[config.mk]
export PLATFORM = sky130hd
export DESIGN_NAME = ycbcr_block_buffer
export DESIGN_NICKNAME = d
export VERILOG_FILES = /design/src/rtl/ycbcr_block_pkg.sv /design/src/rtl/ycbcr_round_shift.sv /design/src/rtl/ycbcr_block_buffer.sv
export SDC_FILE = /design/constraint.sdc
export NUM_CORES = 2
export LEC_CHECK = 0
export ABC_AREA = 1
export CAP_MARGIN = 20
export CELL_PAD_IN_SITES_DETAIL_PLACEMENT = 0
export CELL_PAD_IN_SITES_GLOBAL_PLACEMENT = 2
export CORE_UTILIZATION = 43
export DETAILED_ROUTE_END_ITERATION = 10
export HOLD_SLACK_MARGIN = 0.02
export PLACE_DENSITY_LB_ADDON = 0.1
export SLEW_MARGIN = 20
export SYNTH_ARGS = -nofsm -noshare
export SYNTH_HDL_FRONTEND = slang
export SYNTH_SLANG_ARGS = --single-unit
[constraint.sdc]
create_clock -name clk -period 3.6 [get_ports clk]
set_input_delay 0.9 -clock clk [delete_from_list [all_inputs] [get_ports clk]]
set_output_delay 0.9 -clock clk [all_outputs]
set_load 0.01 [all_outputs]
[src/rtl/ycbcr_block_pkg.sv]
// Shared constants for the YCbCr 8x8 block buffer.
// Component codes match the out_comp encoding seen by the DCT stage.
package ycbcr_block_pkg;

    localparam int BLOCK_DIM          = 8;
    localparam int BLOCK_PIXELS       = 64;
    localparam int LEVEL_SHIFT        = 128;
    localparam int ROWS_PER_BLOCK_OUT = 24;

    typedef enum logic [1:0] {
        COMP_Y  = 2'd0,
        COMP_CB = 2'd1,
        COMP_CR = 2'd2
    } comp_e;

endpackage

[src/rtl/ycbcr_round_shift.sv]
// Round half up, clamp to 0..255, then level shift to signed -128..127.
module ycbcr_round_shift
    import ycbcr_block_pkg::*;
#(
    parameter int SCALE              = 16,
    parameter int FIXED_POINT_LENGTH = 32
) (
    input  logic [FIXED_POINT_LENGTH-1:0] i_word,
    output logic [7:0]                    o_sample
);

    localparam int FPL = FIXED_POINT_LENGTH;
    localparam logic signed [FPL:0] HALF = (FPL+1)'(1) << (SCALE - 1);

    logic signed [FPL:0] w_sum;
    logic signed [FPL:0] w_t;
    logic [7:0]          w_clamped;

    // One guard bit keeps the rounding add from overflowing.
    assign w_sum = $signed({i_word[FPL-1], i_word}) + HALF;
    assign w_t   = w_sum >>> SCALE;

    always_comb begin
        w_clamped = w_t[7:0];
        if (w_t[FPL])
            w_clamped = 8'd0;
        else if (|w_t[FPL-1:8])
            w_clamped = 8'd255;
    end

    assign o_sample = w_clamped - 8'(LEVEL_SHIFT);

endmodule

[src/rtl/ycbcr_block_buffer.sv]
// Ping-pong 8x8 block buffer feeding row beats (Y, Cb, Cr) to the DCT.
module ycbcr_block_buffer
    import ycbcr_block_pkg::*;
#(
    parameter int SCALE              = 16,
    parameter int FIXED_POINT_LENGTH = 32
) (
    input  logic                          clk,
    input  logic                          rst_n,
    input  logic                          in_valid,
    output logic                          in_ready,
    input  logic [FIXED_POINT_LENGTH-1:0] in_Y,
    input  logic [FIXED_POINT_LENGTH-1:0] in_Cb,
    input  logic [FIXED_POINT_LENGTH-1:0] in_Cr,
    output logic                          out_valid,
    input  logic                          out_ready,
    output logic [63:0]                   out_data,
    output logic [1:0]                    out_comp,
    output logic [2:0]                    out_row,
    output logic                          out_last
);

    logic [23:0] r_mem [0:2*BLOCK_PIXELS-1];
    logic [1:0]  r_full;
    logic        r_wr_bank;
    logic [5:0]  r_wr_idx;
    logic        r_rd_bank;
    logic [2:0]  r_rd_row;
    comp_e       r_rd_comp;

    logic [7:0]  w_y;
    logic [7:0]  w_cb;
    logic [7:0]  w_cr;
    logic        w_in_fire;
    logic        w_out_fire;
    logic        w_wr_done;
    logic        w_rd_last;
    logic        w_rd_done;
    logic [1:0]  w_full_nxt;
    comp_e       w_comp_nxt;
    logic [63:0] w_row;

    ycbcr_round_shift #(
        .SCALE(SCALE), .FIXED_POINT_LENGTH(FIXED_POINT_LENGTH)
    ) u_rs_y (.i_word(in_Y), .o_sample(w_y));

    ycbcr_round_shift #(
        .SCALE(SCALE), .FIXED_POINT_LENGTH(FIXED_POINT_LENGTH)
    ) u_rs_cb (.i_word(in_Cb), .o_sample(w_cb));

    ycbcr_round_shift #(
        .SCALE(SCALE), .FIXED_POINT_LENGTH(FIXED_POINT_LENGTH)
    ) u_rs_cr (.i_word(in_Cr), .o_sample(w_cr));

    assign in_ready   = !r_full[r_wr_bank];
    assign out_valid  = r_full[r_rd_bank];
    assign w_in_fire  = in_valid && in_ready;
    assign w_out_fire = out_valid && out_ready;
    assign w_wr_done  = w_in_fire && (r_wr_idx == 6'(BLOCK_PIXELS - 1));
    assign w_rd_last  = (r_rd_comp == COMP_CR) &&
                        (r_rd_row == 3'(BLOCK_DIM - 1));
    assign w_rd_done  = w_out_fire && w_rd_last;

    // Write and read completion always target different banks.
    always_comb begin
        w_full_nxt = r_full;
        if (w_wr_done)
            w_full_nxt[r_wr_bank] = 1'b1;
        if (w_rd_done)
            w_full_nxt[r_rd_bank] = 1'b0;
    end

    always_comb begin
        case (r_rd_comp)
            COMP_Y:  w_comp_nxt = COMP_CB;
            COMP_CB: w_comp_nxt = COMP_CR;
            default: w_comp_nxt = COMP_Y;
        endcase
    end

    always_ff @(posedge clk) begin
        if (w_in_fire)
            r_mem[{r_wr_bank, r_wr_idx}] <= {w_cr, w_cb, w_y};
    end

    always_ff @(posedge clk or negedge rst_n) begin
        if (!rst_n) begin
            r_full    <= 2'b00;
            r_wr_bank <= 1'b0;
            r_wr_idx  <= 6'd0;
            r_rd_bank <= 1'b0;
            r_rd_row  <= 3'd0;
            r_rd_comp <= COMP_Y;
        end else begin
            r_full <= w_full_nxt;
            if (w_in_fire)
                r_wr_idx <= r_wr_idx + 6'd1;
            if (w_wr_done)
                r_wr_bank <= !r_wr_bank;
            if (w_out_fire) begin
                r_rd_row <= r_rd_row + 3'd1;
                if (r_rd_row == 3'(BLOCK_DIM - 1))
                    r_rd_comp <= w_comp_nxt;
            end
            if (w_rd_done)
                r_rd_bank <= !r_rd_bank;
        end
    end

    always_comb begin
        w_row = '0;
        for (int c = 0; c < BLOCK_DIM; c++) begin
            case (r_rd_comp)
                COMP_CB: w_row[c*8 +: 8] =
                    r_mem[{r_rd_bank, r_rd_row, 3'(c)}][15:8];
                COMP_CR: w_row[c*8 +: 8] =
                    r_mem[{r_rd_bank, r_rd_row, 3'(c)}][23:16];
                default: w_row[c*8 +: 8] =
                    r_mem[{r_rd_bank, r_rd_row, 3'(c)}][7:0];
            endcase
        end
    end

    assign out_data = out_valid ? w_row : 64'd0;
    assign out_comp = r_rd_comp;
    assign out_row  = r_rd_row;
    assign out_last = out_valid && w_rd_last;

endmodule

==> results_tabular.tex <==
\begin{tabular}{lr}
\hline
Metric & Value \\
\hline
\multicolumn{2}{l}{\textbf{Outcome}} \\
\quad Result of the run & finished, violations left \\
\quad Violations in the final reports & design-rule violations, negative setup slack \\
\multicolumn{2}{l}{\textbf{Synthesis}} \\
\quad Summed instance area of the synthesized netlist & between 100000 and 150000 sq um \\
\quad Post-synthesis sequential element count & 3087 \\
\quad Number of standard cells after synthesis & 11260 \\
\quad Sequential share of the synthesized area & 0.7296 \\
\quad Post-Syn Area per Cell & roughly 11 sq um \\
\quad Post-synthesis net count & between 10000 and 15000 \\
\quad Warnings from Yosys & 0 \\
\quad Number of library cell types mapped by synthesis & 29 \\
\multicolumn{2}{l}{\textbf{Finish}} \\
\quad Highest-count cells in the layout ignoring fill and taps & nand2\_1, edfxtp\_1, nand3\_1, nor2\_1, o21ai\_0 \\
\quad Fraction of final layout cells sized beyond drive strength 1 & 0.1615 \\
\quad Non-Filler Cell Area, Final & 157500 sq um \\
\quad Area growth syn-to-layout & 24.08\% \\
\quad Final layout net count & 12150 \\
\quad Core Util, Final & 0.5362 \\
\quad Most common library cell in the layout ignoring fill and taps & nand2\_1 \\
\multicolumn{2}{l}{\textbf{Setup path}} \\
\quad Critical register-to-register path endpoint & r\_mem[95][5] \\
\quad Category of the worst setup path capture point & output port \\
\quad Count of cells along the worst register-to-register path & 8 \\
\quad Required time of the critical path & 2.70 ns \\
\quad Reg-to-reg startpoint & r\_wr\_bank \\
\quad Signal arrival time at the worst endpoint & 3.37 ns \\
\quad Crit path launch type & flop \\
\quad Critical path class & reg2out \\
\quad Max FO, Critical Path & 8 \\
\quad Internal reg-to-reg setup slack & 1.07 ns \\
\multicolumn{2}{l}{\textbf{Power and ir drop}} \\
\quad Maximum ir drop on the vdd rail & 0.8424 mV \\
\quad Power density relative to cell area & 809.3 nW/um\^{}2 \\
\quad Pleak & slightly below 60 nW \\
\quad Tot Pwr & 127.5 mW \\
\multicolumn{2}{l}{\textbf{Floorplan}} \\
\quad Effective utilization at floorplan & 0.4321 \\
\quad Number of top-level pins & about 170 \\
\quad Die extent in x & 545.4 um \\
\quad Number of rows in the core area & around 200 \\
\quad Die outline height & 545.4 um \\
\quad Die Outline Area & about 300000 sq um \\
\quad Core box area & 293800 sq um \\
\multicolumn{2}{l}{\textbf{Global route}} \\
\quad GRT Overall Usage & 0.2626 \\
\quad First-pass GRT wire length & 574.3 mm \\
\quad Overflow after GRT & 0 \\
\quad Initial antenna violation count & 7 \\
\quad Pin count of the biggest net entering global routing & 81 \\
\quad Vias in the first global route & around 83000 \\
\multicolumn{2}{l}{\textbf{Timing}} \\
\quad Setup repair after global routing missed its margin & true \\
\quad Shortest clock period the worst path allows after layout & 4.271 ns \\
\quad Final Setup Violations & 66 \\
\quad Worst relative slew slack & 0.4745 \\
\quad Highest clock rate & 234.2 MHz \\
\quad Final worst slack & -0.6707 ns \\
\quad Final number of max-transition violations & 0 \\
\quad Slew at the pin closest to its max-slew limit & 0.7882 ns \\
\quad Hold Violations, Final & 0 \\
\quad Fin Clk Skew & 0.02789 ns \\
\quad Final clock period utilization by the worst path & 1.186 \\
\multicolumn{2}{l}{\textbf{Clock network}} \\
\quad Clock edge transition at the registers on the reported setup and hold paths & 0.06 ns \\
\quad Clock tree root driver cell & clkbuf\_16 \\
\quad Clock insertion delay at the later pin of the skew report & 0.91 ns \\
\quad Number of buffers inserted during clock tree synthesis & 340 \\
\quad Number of buffers on the longest clock path & 4 \\
\quad CTS tree & built \\
\quad Hold Buf Count CTS & 0 \\
\quad CTS H-tree depth & 5 \\
\quad Number of clock sinks seen by CTS & 3087 \\
\multicolumn{2}{l}{\textbf{Detailed routing}} \\
\quad Routed wirelength normalized by instance count & 25.31 um \\
\quad Detailed Route Iter0 Violations & 8400 \\
\quad Detailed Route WL & 411.0 mm \\
\quad Vias & 88020 \\
\quad Post-route DRC violation count & 24 \\
\quad Antenna viol nets, final & 0 \\
\quad Pre-Repair DR Iteration Count & 9 \\
\quad Via density per instance & 5.421 \\
\multicolumn{2}{l}{\textbf{Min path}} \\
\quad Worst Hold Class & in2async \\
\multicolumn{2}{l}{\textbf{Run}} \\
\quad Number of max-cap violations & 0 \\
\multicolumn{2}{l}{\textbf{Placed design}} \\
\quad Estimated wirelength of the detail-placed design & approximately 230 mm \\
\quad Weighted congestion reported at the end of routability-driven placement & 0.8227 \\
\quad Placement Cell Area & $\sim$140000 sq um \\
\quad Worst setup timing slack at the placement stage & -0.1475 ns \\
\quad PortBufs & 126 \\
\hline
\end{tabular}
## worst max-delay path: stages (launching register included)
cell and delay [ns]:
dfrtp_4 0.54, clkinv_8 0.12, buf_16 0.18, buf_4 0.15, buf_16 0.15, buf_6 0.14
buf_4 0.15, o21ai_2 0.17, nand3_2 0.11, nand3_4 0.12, nand2_1 0.08, nand2_2 0.07
nand3_2 0.08, nand2_2 0.14, inv_1 0.07, dlymetal6s2s_1 0.17
## metal layers
| metal | global-route usage | share of wire | wire (um) |
|---|---|---|---|
| met1 | 0.3726 | 0.43 | 178600 |
| met2 | 0.4330 | 0.48 | 198100 |
| met5 | 0 | 0 | 0 |
| met3 | 0.02840 | 0.061 | 25060 |
| met4 | 0.06549 | 0.023 | 9276 |
## registers in the layout, summed over array words and instances (netlist names)
name / cells
out_row: 3
r_full: 2
r_wr_idx: 6
out_comp: 2
r_wr_bank: 1
r_mem: 3072
r_rd_bank: 1
## power breakdown
part	switching, mW	internal [mW]	total [mW]
Clock	14.1	18.4	32.6
Sequential	0.286	40.2	40.4
Combinational	33.9	20.6	54.5
Total	48.3	79.2	127
## cells in the mapped netlist
| cell type | instances | share of area |
|---|---|---|
| nand2_1 | 3470 | 0.10 |
| edfxtp_1 | 3072 | 0.73 |
| nand3_1 | 1829 | 0.072 |
| nor2_1 | 1248 | 0.037 |
| o21ai_0 | 513 | 0.020 |
| clkbuf_1 | 419 | 0.012 |
| inv_1 | 268 | 0.0079 |
| buf_2 | 183 | 0.0072 |
| a21oi_1 | 69 | 0.0027 |
| buf_1 | 66 | 0.0020 |
| nand4_1 | 26 | 0.0013 |
| xor2_1 | 17 | 0.0012 |
| dfrtp_1 | 15 | 0.0030 |
| buf_4 | 14 | 0.00083 |
| xnor2_1 | 11 | 0.00076 |
| ha_1 | 10 | 0.00099 |
| o21ai_1 | 10 | 0.00039 |
| inv_2 | 4 | 0.00012 |
| nor3_1 | 3 | 0.00012 |
| buf_6 | 2 | 0.00018 |
| o21bai_1 | 2 | 0.00012 |
| a22oi_1 | 1 | 0.000059 |
| a31oi_1 | 1 | 0.000049 |
| clkinv_1 | 1 | 0.000030 |
| nand3b_1 | 1 | 0.000059 |
| nor2_2 | 1 | 0.000049 |
| nor3b_1 | 1 | 0.000059 |
| o41ai_2 | 1 | 0.00013 |
| or2_2 | 1 | 0.000049 |
## cells by family after synthesis
kind of cell,Yosys count,synth area share
AO/OA/AOI/OAI,597,0.02369
XOR/XNOR,28,0.001932
adder cells (fa/ha/maj),10,0.0009855
buffers and inverters,957,0.03063
flip-flops,3087,0.7296
AND/OR/NAND/NOR,6580,0.2132
## metrics by stage
step	TNS, ns	hold slack, ns	instances
2_1_floorplan	-1211.62	0.5100	11260
3_5_place_dp	-68.57	0.5602	15430
4_1_cts	-56.04	0.3233	16050
5_1_grt	-43.26	0.3423	16230
6_report	-35.10	0.3474	16240
3_3_place_gp	-70.48	0.5380	15430
## area by class of cell
type,count,area [sq um]
clock buffer,437,9085
multi-input combinational,7215,32640
sequential,3087,92640
tap,3919,4903
timing repair buffer,1120,15980
clock inverter,174,1165
fill,24830,136300
antenna,11,27.53
inverter,273,1102
## timing repair
action	4_1_cts	5_1_grt
resized for setup	166	607
buffers inserted	5	105
setup endpoints to repair	69	66
pin swaps	2	170
hold endpoints to repair	0	0
cloned	12	72
## worst max-delay path by stage
stage               startpoint      endpoint  slack [ns]  depth (start not counted)
floorplan            in_Cr[15]  r_mem[0][16]       -0.78                         11
global placement      in_Y[15]  r_mem[37][7]       -0.14                         13
detailed placement   in_Cr[15]  r_mem[9][21]       -0.15                         13
CTS                 out_row[0]  out_data[55]       -1.02                         13
global route        out_row[0]  out_data[46]       -0.75                         16
finish              out_row[0]  out_data[55]       -0.67                         15
(Power assumes the default switching activity.)
